--- src/rtl/fb_port_arbiter_if.sv ---
// Bundle of the VGA fetch, processor and frame-buffer RAM signals around the port arbiter.
// The arbiter takes the slave view; whatever drives requests and models the RAM takes the master view.
interface fb_port_arbiter_if #(
  parameter int ADDR_W = 19,
  parameter int DATA_W = 8,
  parameter int UCNT_W = 16
);
  logic              vga_active;
  logic              vga_req;
  logic [ADDR_W-1:0] vga_addr;
  logic [DATA_W-1:0] vga_rdata;
  logic              vga_rvalid;
  logic              vga_underrun;

  logic              cpu_req;
  logic              cpu_we;
  logic [ADDR_W-1:0] cpu_addr;
  logic [DATA_W-1:0] cpu_wdata;
  logic              cpu_gnt;
  logic [DATA_W-1:0] cpu_rdata;
  logic              cpu_rvalid;

  logic [ADDR_W-1:0] mem_addr;
  logic              mem_we;
  logic [DATA_W-1:0] mem_wdata;
  logic [DATA_W-1:0] mem_rdata;

  logic [UCNT_W-1:0] underrun_cnt;
  logic              underrun_clr;

  modport slave (
    input  vga_active, vga_req, vga_addr,
    output vga_rdata, vga_rvalid, vga_underrun,
    input  cpu_req, cpu_we, cpu_addr, cpu_wdata,
    output cpu_gnt, cpu_rdata, cpu_rvalid,
    output mem_addr, mem_we, mem_wdata,
    input  mem_rdata,
    output underrun_cnt,
    input  underrun_clr
  );

  modport master (
    output vga_active, vga_req, vga_addr,
    input  vga_rdata, vga_rvalid, vga_underrun,
    output cpu_req, cpu_we, cpu_addr, cpu_wdata,
    input  cpu_gnt, cpu_rdata, cpu_rvalid,
    input  mem_addr, mem_we, mem_wdata,
    output mem_rdata,
    input  underrun_cnt,
    output underrun_clr
  );
endinterface

--- src/rtl/fb_port_arbiter.sv ---
// Shares the single-port frame-buffer RAM between VGA pixel fetch and the processor, with a
// starvation guard that steals an occasional active-video slot and accounts for it as an underrun.
//
// owner    | meaning
// OWN_NONE | RAM idle this slot, address held, no write
// OWN_VGA  | pixel fetch at vga_addr
// OWN_CPU  | processor read or write at cpu_addr
module fb_port_arbiter #(
  parameter int ADDR_W     = 19,
  parameter int DATA_W     = 8,
  parameter int STARVE_MAX = 15,
  parameter int UCNT_W     = 16
) (
  input logic             vgaclk,
  input logic             reset,
  fb_port_arbiter_if.slave bus
);

  typedef enum logic [1:0] {OWN_NONE, OWN_VGA, OWN_CPU} owner_t;

  owner_t     owner;
  logic       forced;
  logic [7:0] starve;

  owner_t s1_owner, s2_owner;
  logic   s1_rd, s2_rd;
  logic   s1_under, s2_under;

  always_comb begin
    owner  = OWN_NONE;
    forced = 1'b0;
    if (!reset) begin
      if (bus.vga_active && bus.vga_req) begin
        if (starve < 8'(STARVE_MAX)) begin
          owner = OWN_VGA;
        end else if (bus.cpu_req) begin
          owner  = OWN_CPU;
          forced = 1'b1;
        end else begin
          owner = OWN_VGA;
        end
      end else if (bus.cpu_req) begin
        owner = OWN_CPU;
      end
    end
  end

  // Grant is seen by the processor in the same cycle its request is sampled.
  assign bus.cpu_gnt = (owner == OWN_CPU);

  always_ff @(posedge vgaclk) begin
    if (reset) begin
      starve <= '0;
    end else if (owner == OWN_CPU || !bus.cpu_req) begin
      starve <= '0;
    end else if (starve != 8'hFF) begin
      starve <= starve + 8'd1;
    end
  end

  always_ff @(posedge vgaclk) begin
    if (reset) begin
      bus.mem_addr  <= '0;
      bus.mem_we    <= 1'b0;
      bus.mem_wdata <= '0;
    end else begin
      unique case (owner)
        OWN_VGA: begin
          bus.mem_addr <= ADDR_W'(bus.vga_addr);
          bus.mem_we   <= 1'b0;
        end
        OWN_CPU: begin
          bus.mem_addr  <= ADDR_W'(bus.cpu_addr);
          bus.mem_we    <= bus.cpu_we;
          bus.mem_wdata <= DATA_W'(bus.cpu_wdata);
        end
        default: bus.mem_we <= 1'b0;
      endcase
    end
  end

  // Tags follow each slot through the address register and the RAM's read register.
  always_ff @(posedge vgaclk) begin
    if (reset) begin
      s1_owner <= OWN_NONE;
      s1_rd    <= 1'b0;
      s1_under <= 1'b0;
      s2_owner <= OWN_NONE;
      s2_rd    <= 1'b0;
      s2_under <= 1'b0;
    end else begin
      s1_owner <= owner;
      s1_rd    <= (owner == OWN_VGA) || (owner == OWN_CPU && !bus.cpu_we);
      s1_under <= forced;
      s2_owner <= s1_owner;
      s2_rd    <= s1_rd;
      s2_under <= s1_under;
    end
  end

  // A stolen slot still emits a VGA pixel (the previous one) so the raster stays aligned.
  always_ff @(posedge vgaclk) begin
    if (reset) begin
      bus.vga_rdata  <= '0;
      bus.vga_rvalid <= 1'b0;
      bus.cpu_rdata  <= '0;
      bus.cpu_rvalid <= 1'b0;
    end else begin
      bus.vga_rvalid <= (s2_owner == OWN_VGA && s2_rd) || s2_under;
      if (s2_owner == OWN_VGA && s2_rd) begin
        bus.vga_rdata <= bus.mem_rdata;
      end
      bus.cpu_rvalid <= (s2_owner == OWN_CPU) && s2_rd;
      if (s2_owner == OWN_CPU && s2_rd) begin
        bus.cpu_rdata <= bus.mem_rdata;
      end
    end
  end

  always_ff @(posedge vgaclk) begin
    if (reset) begin
      bus.vga_underrun <= 1'b0;
      bus.underrun_cnt <= '0;
    end else begin
      bus.vga_underrun <= forced;
      if (bus.underrun_clr) begin
        bus.underrun_cnt <= '0;
      end else if (forced && bus.underrun_cnt != {UCNT_W{1'b1}}) begin
        bus.underrun_cnt <= bus.underrun_cnt + UCNT_W'(1);
      end
    end
  end

endmodule
--- src/flat_wrapper.sv ---
// flat-port wrapper written by rule: the top's interface ports become plain ports
module fb_port_arbiter_flat 
#(
  parameter int ADDR_W     = 19,
  parameter int DATA_W     = 8,
  parameter int STARVE_MAX = 15,
  parameter int UCNT_W     = 16
)
  (vgaclk, reset, bus_vga_active, bus_vga_req, bus_vga_addr, bus_vga_rdata, bus_vga_rvalid, bus_vga_underrun, bus_cpu_req, bus_cpu_we, bus_cpu_addr, bus_cpu_wdata, bus_cpu_gnt, bus_cpu_rdata, bus_cpu_rvalid, bus_mem_addr, bus_mem_we, bus_mem_wdata, bus_mem_rdata, bus_underrun_cnt, bus_underrun_clr);
  fb_port_arbiter_if #(.ADDR_W(ADDR_W), .DATA_W(DATA_W), .UCNT_W(UCNT_W)) bus_i ();
  input logic vgaclk;
  input logic reset;
  input wire logic [$bits(bus_i.vga_active)-1:0] bus_vga_active;
  input wire logic [$bits(bus_i.vga_req)-1:0] bus_vga_req;
  input wire logic [$bits(bus_i.vga_addr)-1:0] bus_vga_addr;
  output wire logic [$bits(bus_i.vga_rdata)-1:0] bus_vga_rdata;
  output wire logic [$bits(bus_i.vga_rvalid)-1:0] bus_vga_rvalid;
  output wire logic [$bits(bus_i.vga_underrun)-1:0] bus_vga_underrun;
  input wire logic [$bits(bus_i.cpu_req)-1:0] bus_cpu_req;
  input wire logic [$bits(bus_i.cpu_we)-1:0] bus_cpu_we;
  input wire logic [$bits(bus_i.cpu_addr)-1:0] bus_cpu_addr;
  input wire logic [$bits(bus_i.cpu_wdata)-1:0] bus_cpu_wdata;
  output wire logic [$bits(bus_i.cpu_gnt)-1:0] bus_cpu_gnt;
  output wire logic [$bits(bus_i.cpu_rdata)-1:0] bus_cpu_rdata;
  output wire logic [$bits(bus_i.cpu_rvalid)-1:0] bus_cpu_rvalid;
  output wire logic [$bits(bus_i.mem_addr)-1:0] bus_mem_addr;
  output wire logic [$bits(bus_i.mem_we)-1:0] bus_mem_we;
  output wire logic [$bits(bus_i.mem_wdata)-1:0] bus_mem_wdata;
  input wire logic [$bits(bus_i.mem_rdata)-1:0] bus_mem_rdata;
  output wire logic [$bits(bus_i.underrun_cnt)-1:0] bus_underrun_cnt;
  input wire logic [$bits(bus_i.underrun_clr)-1:0] bus_underrun_clr;
  assign bus_i.vga_active = bus_vga_active;
  assign bus_i.vga_req = bus_vga_req;
  assign bus_i.vga_addr = bus_vga_addr;
  assign bus_vga_rdata = bus_i.vga_rdata;
  assign bus_vga_rvalid = bus_i.vga_rvalid;
  assign bus_vga_underrun = bus_i.vga_underrun;
  assign bus_i.cpu_req = bus_cpu_req;
  assign bus_i.cpu_we = bus_cpu_we;
  assign bus_i.cpu_addr = bus_cpu_addr;
  assign bus_i.cpu_wdata = bus_cpu_wdata;
  assign bus_cpu_gnt = bus_i.cpu_gnt;
  assign bus_cpu_rdata = bus_i.cpu_rdata;
  assign bus_cpu_rvalid = bus_i.cpu_rvalid;
  assign bus_mem_addr = bus_i.mem_addr;
  assign bus_mem_we = bus_i.mem_we;
  assign bus_mem_wdata = bus_i.mem_wdata;
  assign bus_i.mem_rdata = bus_mem_rdata;
  assign bus_underrun_cnt = bus_i.underrun_cnt;
  assign bus_i.underrun_clr = bus_underrun_clr;
  fb_port_arbiter #(.ADDR_W(ADDR_W), .DATA_W(DATA_W), .STARVE_MAX(STARVE_MAX), .UCNT_W(UCNT_W)) u_core (.vgaclk(vgaclk), .reset(reset), .bus(bus_i));
endmodule
--- config.mk ---
export PLATFORM = sky130hd
export DESIGN_NAME = fb_port_arbiter_flat
export DESIGN_NICKNAME = d
export VERILOG_FILES = /design/src/rtl/fb_port_arbiter_if.sv /design/src/rtl/fb_port_arbiter.sv /design/src/flat_wrapper.sv
export SDC_FILE = /design/constraint.sdc
export NUM_CORES = 1
export LEC_CHECK = 0
export ABC_AREA = 1
export BUFFER_PORTS_ARGS = -buffer_cell sky130_fd_sc_hd__buf_2
export CORE_MARGIN = 2
export CORE_UTILIZATION = 45
export CTS_CLUSTER_DIAMETER = 200
export DETAILED_ROUTE_END_ITERATION = 8
export PLACE_DENSITY = 0.76
export SYNTH_ARGS = -nofsm -noshare
export SYNTH_HDL_FRONTEND = slang
export SYNTH_SLANG_ARGS = --single-unit
--- constraint.sdc ---
create_clock -name vgaclk -period 2.6 [get_ports vgaclk]
set_clock_uncertainty 0.1 [all_clocks]
set_input_delay 0.13 -clock vgaclk [delete_from_list [all_inputs] [get_ports vgaclk]]
set_output_delay 0.13 -clock vgaclk [all_outputs]
set_load 0.02 [all_outputs]
* Word level (Yosys, flattened, before mapping) *
Index checks and enable logic that the tools add are counted.
Widths: inputs -> output; s select.

word-level totals
  register bits after elaboration = 78
  input bits = 61
  output and inout port bits = 64
  logic and storage cells = 49

cells by class
  add/sub/neg operators = 2
  magnitude comparators = 1
  eq/ne operators = 6
  mux-type cells = 10
  bitwise logic cells = 1
  reduce and logical (&&, ||, !) cells = 14

operators with widths
  operator               number
  $pmux 19 s2            1
  $add 16x1->16 const B  1
  $ne 16x16->1 const B   1
  $mux 2                 5
  $add 8x1->8 const B    1
  $lt 8x4->1 const B     1
  $ne 8x8->1 const B     1
  $reduce_or 2->1        3
  $logic_and 1x1->1      5
  $eq 2x1->1 const B     2
  $eq 2x2->1 const B     2
  $mux 1                 4
  $logic_or 1x1->1       3
  $logic_not 1->1        2
  $reduce_bool 2->1      1
  $not 1->1              1

* Logic depth before layout (Yosys ltp) *
Gate-level depths: netlist of run 1.

  depth after elaboration = 7
  gate-level depth with buffers = 13
  mapped depth without buffers = 12

* Worst setup path before layout of run 1 *
Ideal clock, no wire load.

  kind = register to register
  start point = reg u_core.starve[0]
  end point = reg u_core.bus.mem_addr[18]
  setup time = 0.056 ns
  arrival = 2.249 ns
  required time = 2.444 ns
  slack = 0.195 ns
  cell stages (with the launch flop) = 14
  path buffers = 1
  clock period less this slack = 2.405 ns
  path through = dfxtp_1 -> ha_1 -> nand3_1 -> nand3_2 -> o21ai_0 -> inv_1 -> ha_1 -> inv_1 -> clkbuf_1 -> nand2_1 -> a21oi_1 -> a21oi_1 -> or2_2 -> inv_1

between the ends
  longest elaborated chain between the ends = 6
  elaborated cells on any way between the ends = 8
  those cells by class = order compare (1); eq/ne (2); mux (4); reduce/logical (1)

ends and longest elaborated chain
  element                                           RTL line                  text
  start: declaration                                fb_port_arbiter.sv:23     logic [7:0] starve;
  start signal: assignment                          fb_port_arbiter.sv:57     starve <= starve + 8'd1;
  $lt 8x4->1 *                                      fb_port_arbiter.sv:34     if (starve < 8'(STARVE_MAX)) begin
  $mux 2 *                                          fb_port_arbiter.sv:34
  $mux 2 *                                          fb_port_arbiter.sv:33     if (bus.vga_active && bus.vga_req) begin
  $mux 2 *                                          fb_port_arbiter.sv:32     if (!reset) begin
  named net u_core.owner[1]                         fb_port_arbiter.sv:21     owner_t owner;
  $eq 2x2->1 *                                      -
  named net bus_cpu_gnt                             flat_wrapper.sv:23        output wire logic [$bits(bus_i.cpu_gnt)-1:0] bus_cpu_gnt;
  $pmux 19 s2 or $reduce_bool 2->1 (tied branches)  -
  end signal: assignment                            fb_port_arbiter.sv:69     bus.mem_addr <= ADDR_W'(bus.vga_addr);
  end signal: assignment                            fb_port_arbiter.sv:73     bus.mem_addr <= ADDR_W'(bus.cpu_addr);
  end: declaration                                  fb_port_arbiter_if.sv:36  output mem_addr, mem_we, mem_wdata,

The timed path passes the listed nets; every way through them passes the cells marked *.
A chain may end at the register's enable or synchronous reset.

* Worst setup path in the final report of run 1 *
  start point = reg u_core.starve[0]
  end point = out bus_cpu_gnt

between the ends
  longest elaborated chain between the ends = 5

ends and longest elaborated chain
  element                    RTL line               text
  $lt 8x4->1                 fb_port_arbiter.sv:34
  $mux 2                     fb_port_arbiter.sv:34
  $mux 2                     fb_port_arbiter.sv:33
  $mux 2                     fb_port_arbiter.sv:32
  named net u_core.owner[1]  fb_port_arbiter.sv:21
  $eq 2x2->1                 fb_port_arbiter.sv:49  assign bus.cpu_gnt = (owner == OWN_CPU);
  end: declaration           flat_wrapper.sv:23

The timed path passes the listed nets, and every way through them passes these cells.

==> results of run 1 <==
[worst max path at each step]
stage | startpoint | endpoint | slack [ns] | cells past startpoint
after floorplan | u_core.starve[0]$_SDFFE_PP0P_ | u_core.bus.mem_addr[18]$_SDFFE_PP0P_ | 0.19 | 13
after CTS | u_core.starve[0]$_SDFFE_PP0P_ | bus_cpu_gnt | 0.15 | 8
after global routing | u_core.starve[0]$_SDFFE_PP0P_ | u_core.bus.mem_addr[10]$_SDFFE_PP0P_ | 0.05 | 12
after detailed placement | u_core.starve[0]$_SDFFE_PP0P_ | u_core.bus.mem_addr[7]$_SDFFE_PP0P_ | 0.20 | 13
final | u_core.starve[0]$_SDFFE_PP0P_ | bus_cpu_gnt | 0.29 | 8
after global placement | u_core.starve[0]$_SDFFE_PP0P_ | u_core.bus.mem_addr[0]$_SDFFE_PP0P_ | 0.29 | 13
[power by group through the flow]
stage	Sequential, mW	Combinational [mW]	Clock [mW]
final	1.24	0.281	0.821
after global routing	1.25	0.314	0.908
after CTS	1.24	0.281	0.847
after detailed placement	1.27	0.260	0
after global placement	1.27	0.255	0
after floorplan	1.31	0.118	0
[sequential cells by signal, indices dropped and copies added, names as in the netlist]
name	count
u_core.bus.cpu_rdata	8
u_core.bus.vga_underrun	1
u_core.bus.underrun_cnt	16
u_core.bus.cpu_rvalid	1
u_core.bus.vga_rvalid	1
u_core.s1_owner	2
u_core.bus.mem_addr	19
u_core.s2_under	1
u_core.bus.mem_we	1
u_core.bus.vga_rdata	8
u_core.starve	8
u_core.bus.mem_wdata	8
u_core.s1_rd	1
u_core.s2_rd	1
u_core.s2_owner	2
[kinds of logic (layout without fill, tap and decap cells)]
group / Yosys count / count (layout)
buffers and inverters: 69 / 216
adders and majority gates: 4 / 4
AOI/OAI and AO/OA: 91 / 91
and+or+nand+nor: 238 / 238
DFF: 78 / 78
xor gates and xnor gates: 3 / 3
[layout make-up]
cell class,instances,area (sq um)
sequential,78,1560
multi-input combinational,336,1620
tap,102,128
timing repair buffer,149,863
clock inverter,7,57.6
fill,694,3070
inverter,51,191
clock buffer,9,124
[repair_timing]
action / CTS / global route
endpoints found under the setup margin: 0 / 9
hold buffers: 17 / 0
endpoints found under the hold margin: 26 / 0
resized for setup: 0 / 1
[stage by stage]
stage	utilization, %	setup slack [ns]	cell area (sq um)	total power [mW]
after global routing	59.7	0.0498	4540	2.47
after floorplan	-	0.195	3470	1.42
after global placement	55.1	0.287	4190	1.53
after detailed placement	55.1	0.196	4190	1.53
after CTS	59.7	0.155	4540	2.37
final	59.7	0.287	4540	2.35
[synthesized netlist by cell type, types with 3 or more instances]
master     n
or2_2     21
dfxtp_1   78
buf_2      6
inv_1     50
nand4_1    3
a21oi_1   55
clkbuf_1   8
ha_1       4
nand3_2    6
nand3_1   17
o21ai_0   33
nor2_1    99
nand2_1   81
[layer usage]
layer  track usage, %  wire length [microns]  up-vias
li1                 -                      -     1811
met1             22.6                   3610     1580
met2             34.3                   3990       88
met3             3.70                    405        6
met4             7.21                     64        0
met5                0                      0        -
[worst register-to-register path, stage by stage (launching register included)]
cell and delay (ns):
dfxtp_1 0.34, ha_1 0.23, nand3_1 0.13, nand3_2 0.13, o21ai_1 0.23, inv_1 0.07
ha_1 0.19, inv_1 0.09, buf_4 0.17, nand2_1 0.06, a21oi_1 0.15, a21oi_1 0.05
or2_2 0.27, inv_1 0.05
==> run_results.csv, run 1 <==
group,metric,value,unit
critical_path,cpPeakStageDelay,0.34,ns
place,portBuffers,124,
job,max_cap_viol_count,0,
routing,firstDrtPassIters,4,
routing,vias_per_cell,4.76,
routing,drc,0,
critical_path,cpMostUsedCell,"ha_1",
power_and_ir_drop,p_sw,0.634,mW
sta,slew_headroom,60.9,%
global_routing,grtUsageTotal,19.2,%
critical_path,start_kind,"flop",
power_and_ir_drop,leakage,2.36,nW
clock_tree,clock_sinks,78,
routing,drt_iter0_drc,146,
critical_path,r2r_start,"u_core.starve[0]$_SDFFE_PP0P_",
logic_synthesis,ys_ff_latch,78,
sta,rsz0062_at_grt,"no",
sta,timing.hold.ws,0.0491,ns
critical_path,cp_top_family,"buffers and inverters",
critical_path,required,2.37,ns
logic_synthesis,synth-adder-area-share,1.44,%
critical_path,crit_chain,"ha_1 > nand3_1 > nand3_2 > o21ai_1 > inv_1 > ha_1 > buf_4 > buf_2",
sta,finalSetupTns,0,ns
logic_synthesis,syn_nets,548,
layout,finalNetCount,690,
sta,min_period_over_period,88.9,%
critical_path,rrSetupSlack,0.29,ns
critical_path,path_class,"reg -> out",
sta,worst_pin_slew,0.585,ns
outcome,status,"completed",
clock_tree,postCtsSetupBuffers,0,
floorplanning,core.rowCount,32,
place,dp.cells,699,
critical_path,worstRegToRegCells,13,
clock_tree,cts_tree,"yes",
sta,fmaxAchievable,0.432,GHz
logic_synthesis,ys_top_cells_by_area,"dfxtp_1 (45%), nor2_1 (11%), nand2_1 (8.8%)",
layout,n_antenna_cell,0,
logic_synthesis,synth-simple-area-share,31.2,%
power_and_ir_drop,seqPwrFrac,53.0,%
sta,drv_slew,0,
sta,setup_violations,0,
floorplanning,fp.dieH,91.8,microns
logic_synthesis,async_flop_share,0,%
global_routing,grt-ovfl-total,0,
routing,routed_wl,8070,microns
layout,final_cell_mix,"buf_2 (124), nor2_1 (99), nand2_1 (81)",
critical_path,cp.arrival,2.08,ns
power_and_ir_drop,swShare,27.0,%
clock_tree,cts.path.max_buffers,2,
clock_tree,cts.clk_slew.worst_paths,0.08,ns
floorplanning,die-area,8420,sq um
power_and_ir_drop,vdd_drop_max,0.000235,V
global_routing,grt_pass1_wl,13300,microns
logic_synthesis,synth_compound_area_share,13.2,%
clock_tree,clk_latency,0.35,ns
routing,vias,3485,
critical_path,crit_path_end_kind,"output pin",
sta,min_period,2.31,ns
layout,final_common_cell,"buf_2",
power_and_ir_drop,power_frac_comb,12.0,%
logic_synthesis,synth_enable_flop_cells,0,
global_routing,grt_pass1_vias,3069,
floorplanning,die_w,91.8,microns
power_and_ir_drop,clockPowerShare,35.0,%
logic_synthesis,syn_area,3470,sq um
floorplanning,coreArea,7610,sq um
critical_path,cp_slowest_cell,"dfxtp_1",
logic_synthesis,synth_xor_area_share,0.758,%
place,gp_congestion,0.853,
place,dp_hpwl,5770,microns
logic_synthesis,yosys-mux-area-fraction,0,%
hold_path,hold_path_depth,4,
global_routing,grt_max_degree,39,
hold_path,hold_class,"in -> reg",
clock_tree,cts_buffers,9,
floorplanning,io_pins,125,
routing,wire_per_inst,11.0,microns
critical_path,cp_num_buf_inv,3,
logic_synthesis,synthFlopType,"dfxtp_1",
logic_synthesis,yosysTopAreaCell,"dfxtp_1",
power_and_ir_drop,p_per_area,517,nW/um^2
logic_synthesis,synth_top_area_share,45.1,%
layout,final_cells,732,
sta,hold_viol,0,
clock_tree,htreeDepth,3,
critical_path,crit_fanout,29,
power_and_ir_drop,p_int,1.71,mW
logic_synthesis,seq_area_frac_synth,45.1,%
logic_synthesis,synth_cell_types,29,
layout,area_growth,31.0,%
logic_synthesis,syn_avg_cell_area,7.18,sq um
hold_path,holdPathEnd,"u_core.s1_owner[0]$_SDFF_PP0_",
logic_synthesis,synth_top_family_by_area,"simple AND/OR/NAND/NOR gates",
critical_path,reg2reg_to,"u_core.bus.mem_addr[7]$_SDFFE_PP0P_",
clock_tree,root_buffer,"clkbuf_8",
routing,drtAntennaViolNets,0,
floorplanning,initial_core_util,45.6,%
global_routing,antenna_found_initial,0,
logic_synthesis,netlist_instances,483,
hold_path,hold_start,"bus_cpu_req",
logic_synthesis,yosysWarnings,0,
layout,drive_above_1_share,28.9,%
(Power assumes the default switching activity.)
==> inputs of run 2 (changes only) <==
- RECOVER_POWER: not set -> 50
==> run_results.csv, run 2 (synthesis results as in run 1) <==
group,metric,value,unit
power_and_ir_drop,p_per_area,525,nW/um^2
critical_path,cp_num_buf_inv,3,
routing,wire_per_inst,11.1,microns
floorplanning,initial_core_util,45.6,%
sta,hold_viol,0,
routing,drt_iter0_drc,137,
layout,area_growth,28.8,%
routing,firstDrtPassIters,4,
outcome,status,"completed",
power_and_ir_drop,power_frac_comb,11.7,%
sta,worst_pin_slew,0.584,ns
floorplanning,io_pins,125,
routing,wl_met2,4020,microns
floorplanning,fp.dieH,91.8,microns
power_and_ir_drop,seqPwrFrac,53.1,%
critical_path,start_kind,"flop",
layout,reg_top3,"u_core.bus.mem_addr (19), u_core.bus.underrun_cnt (16)",
layout,n_antenna_cell,0,
sta,setup_ws,0.283,ns
sta,min_period_over_period,89.1,%
power_and_ir_drop,swShare,27.3,%
critical_path,crit_chain,"ha_1 > nand3_1 > nand3_2 > o21ai_1 > inv_1 > ha_1 > buf_4 > buf_2",
clock_tree,clock_sinks,78,
place,portBuffers,124,
clock_tree,cts_tree,"yes",
routing,routed_wl,8150,microns
global_routing,antenna_found_initial,0,
clock_tree,cts_buffers,9,
critical_path,required,2.37,ns
critical_path,cpMostUsedCell,"ha_1",
power_and_ir_drop,p_int,1.70,mW
layout,regMostFlops,"u_core.bus.mem_addr",
power_and_ir_drop,p_sw,0.641,mW
hold_path,hold_start,"bus_cpu_req",
power_and_ir_drop,leakage,2.11,nW
clock_tree,clk_latency,0.35,ns
sta,timing.hold.ws,0.0449,ns
power_and_ir_drop,vdd_drop_max,0.000240,V
critical_path,path_class,"reg -> out",
critical_path,crit_path_start,"u_core.starve[0]$_SDFFE_PP0P_",
job,max_cap_viol_count,0,
global_routing,grtUsageTotal,19.2,%
routing,vias,3474,
sta,min_period,2.32,ns
clock_tree,cts.path.max_buffers,2,
routing,vias_per_cell,4.75,
critical_path,cpPeakStageDelay,0.34,ns
sta,rsz0062_at_grt,"no",
sta,setup_violations,0,
clock_tree,root_buffer,"clkbuf_8",
layout,final_cell_mix,"nor2_1 (99), nand2_1 (81), dfxtp_1 (78)",
global_routing,grt_pass1_wl,13300,microns
floorplanning,die_w,91.8,microns
layout,drive_above_1_share,19.4,%
place,pre_cts_ws,0.196,ns
critical_path,crit_fanout,29,
critical_path,cp_slowest_cell,"dfxtp_1",
layout,final_common_cell,"nor2_1",
floorplanning,core.rowCount,32,
global_routing,grt_max_degree,39,
sta,fmaxAchievable,0.432,GHz
routing,drc,0,
floorplanning,die-area,8420,sq um
place,gp_congestion,0.853,
global_routing,grt-ovfl-total,0,
power_and_ir_drop,clockPowerShare,35.2,%
clock_tree,cts.clk_slew.worst_paths,0.08,ns
critical_path,cp.arrival,2.09,ns
sta,slew_headroom,60.9,%
hold_path,hold_class,"in -> reg",
routing,drtAntennaViolNets,0,
clock_tree,htreeDepth,3,
critical_path,r2r_start,"u_core.starve[0]$_SDFFE_PP0P_",
layout,largest_reg_flops,19,
place,dp_hpwl,5770,microns
routing,highest_layer,"met4",
critical_path,cp_top_family,"buffers and inverters",
sta,drv_slew,0,
sta,finalSetupTns,0,ns
routing,dr_wl_met3,409,microns
critical_path,crit_path_end_kind,"output pin",
global_routing,grt_pass1_vias,3069,
layout,finalNetCount,690,
floorplanning,coreArea,7610,sq um
routing,met1_length,3660,microns
-- run 2: final timing paths --
kind | to | slack (ns) | cells past startpoint
max | bus_cpu_gnt | 0.28 | 8
min | u_core.bus.vga_underrun$_SDFF_PP0_ | 0.04 | 3
max reg2reg | u_core.bus.mem_addr[7]$_SDFFE_PP0P_ | 0.29 | 13
min reg2reg | u_core.s2_owner[0]$_SDFF_PP0_ | 0.31 | 2
-- run 2: repair_timing --
item	in CTS	in global routing
setup endpoints to repair	0	9
endpoints found under the hold margin	26	0
gates resized for setup	0	1
hold buffers	17	0
setup buffers	0	0
-- run 2: area by class of cell --
class                   count  area [sq um]
multi-input cells         336          1620
well taps                 102           128
flip-flops and latches     78          1560
repair buffers            149           786
clock inverters             7          57.6
clock buffers               9           124
inverters                  51           191
fillers                   739          3140
-- run 2: metrics by stage --
stage / cell area (sq um) / power (mW) / instances / utilization, %
5_1_grt: 4460 / 2.46 / 732 / 58.7
3_5_place_dp: 4190 / 1.53 / 699 / 55.1
2_1_floorplan: 3470 / 1.42 / 483 / -
4_1_cts: 4540 / 2.37 / 732 / 59.7
3_3_place_gp: 4190 / 1.53 / 699 / 55.1
6_report: 4460 / 2.34 / 732 / 58.7
-- run 2: power groups by stage --
stage	Sequential (mW)	Combinational, mW	Clock [mW]
after floorplan	1.31	0.118	0
final	1.24	0.273	0.826
after global routing	1.25	0.306	0.908
after CTS	1.24	0.281	0.847
after detailed placement	1.27	0.260	0
after global placement	1.27	0.255	0
-- run 2: worst register-to-register path: cells and delay by family, from the launching register on --
family,cells,cell delay [ns]
AO/OA/AOI/OAI,3,0.43
adder cells (fa/ha/maj),2,0.42
buffers and inverters,4,0.38
flip-flops,1,0.34
AND/OR/NAND/NOR,4,0.59
-- run 2: routing by layer --
layer | vias to the layer above | global-route usage (%)
met3 | 7 | 3.70
met4 | 0 | 7.21
met2 | 87 | 34.3
li1 | 1808 | -
met1 | 1572 | 22.6
met5 | - | 0
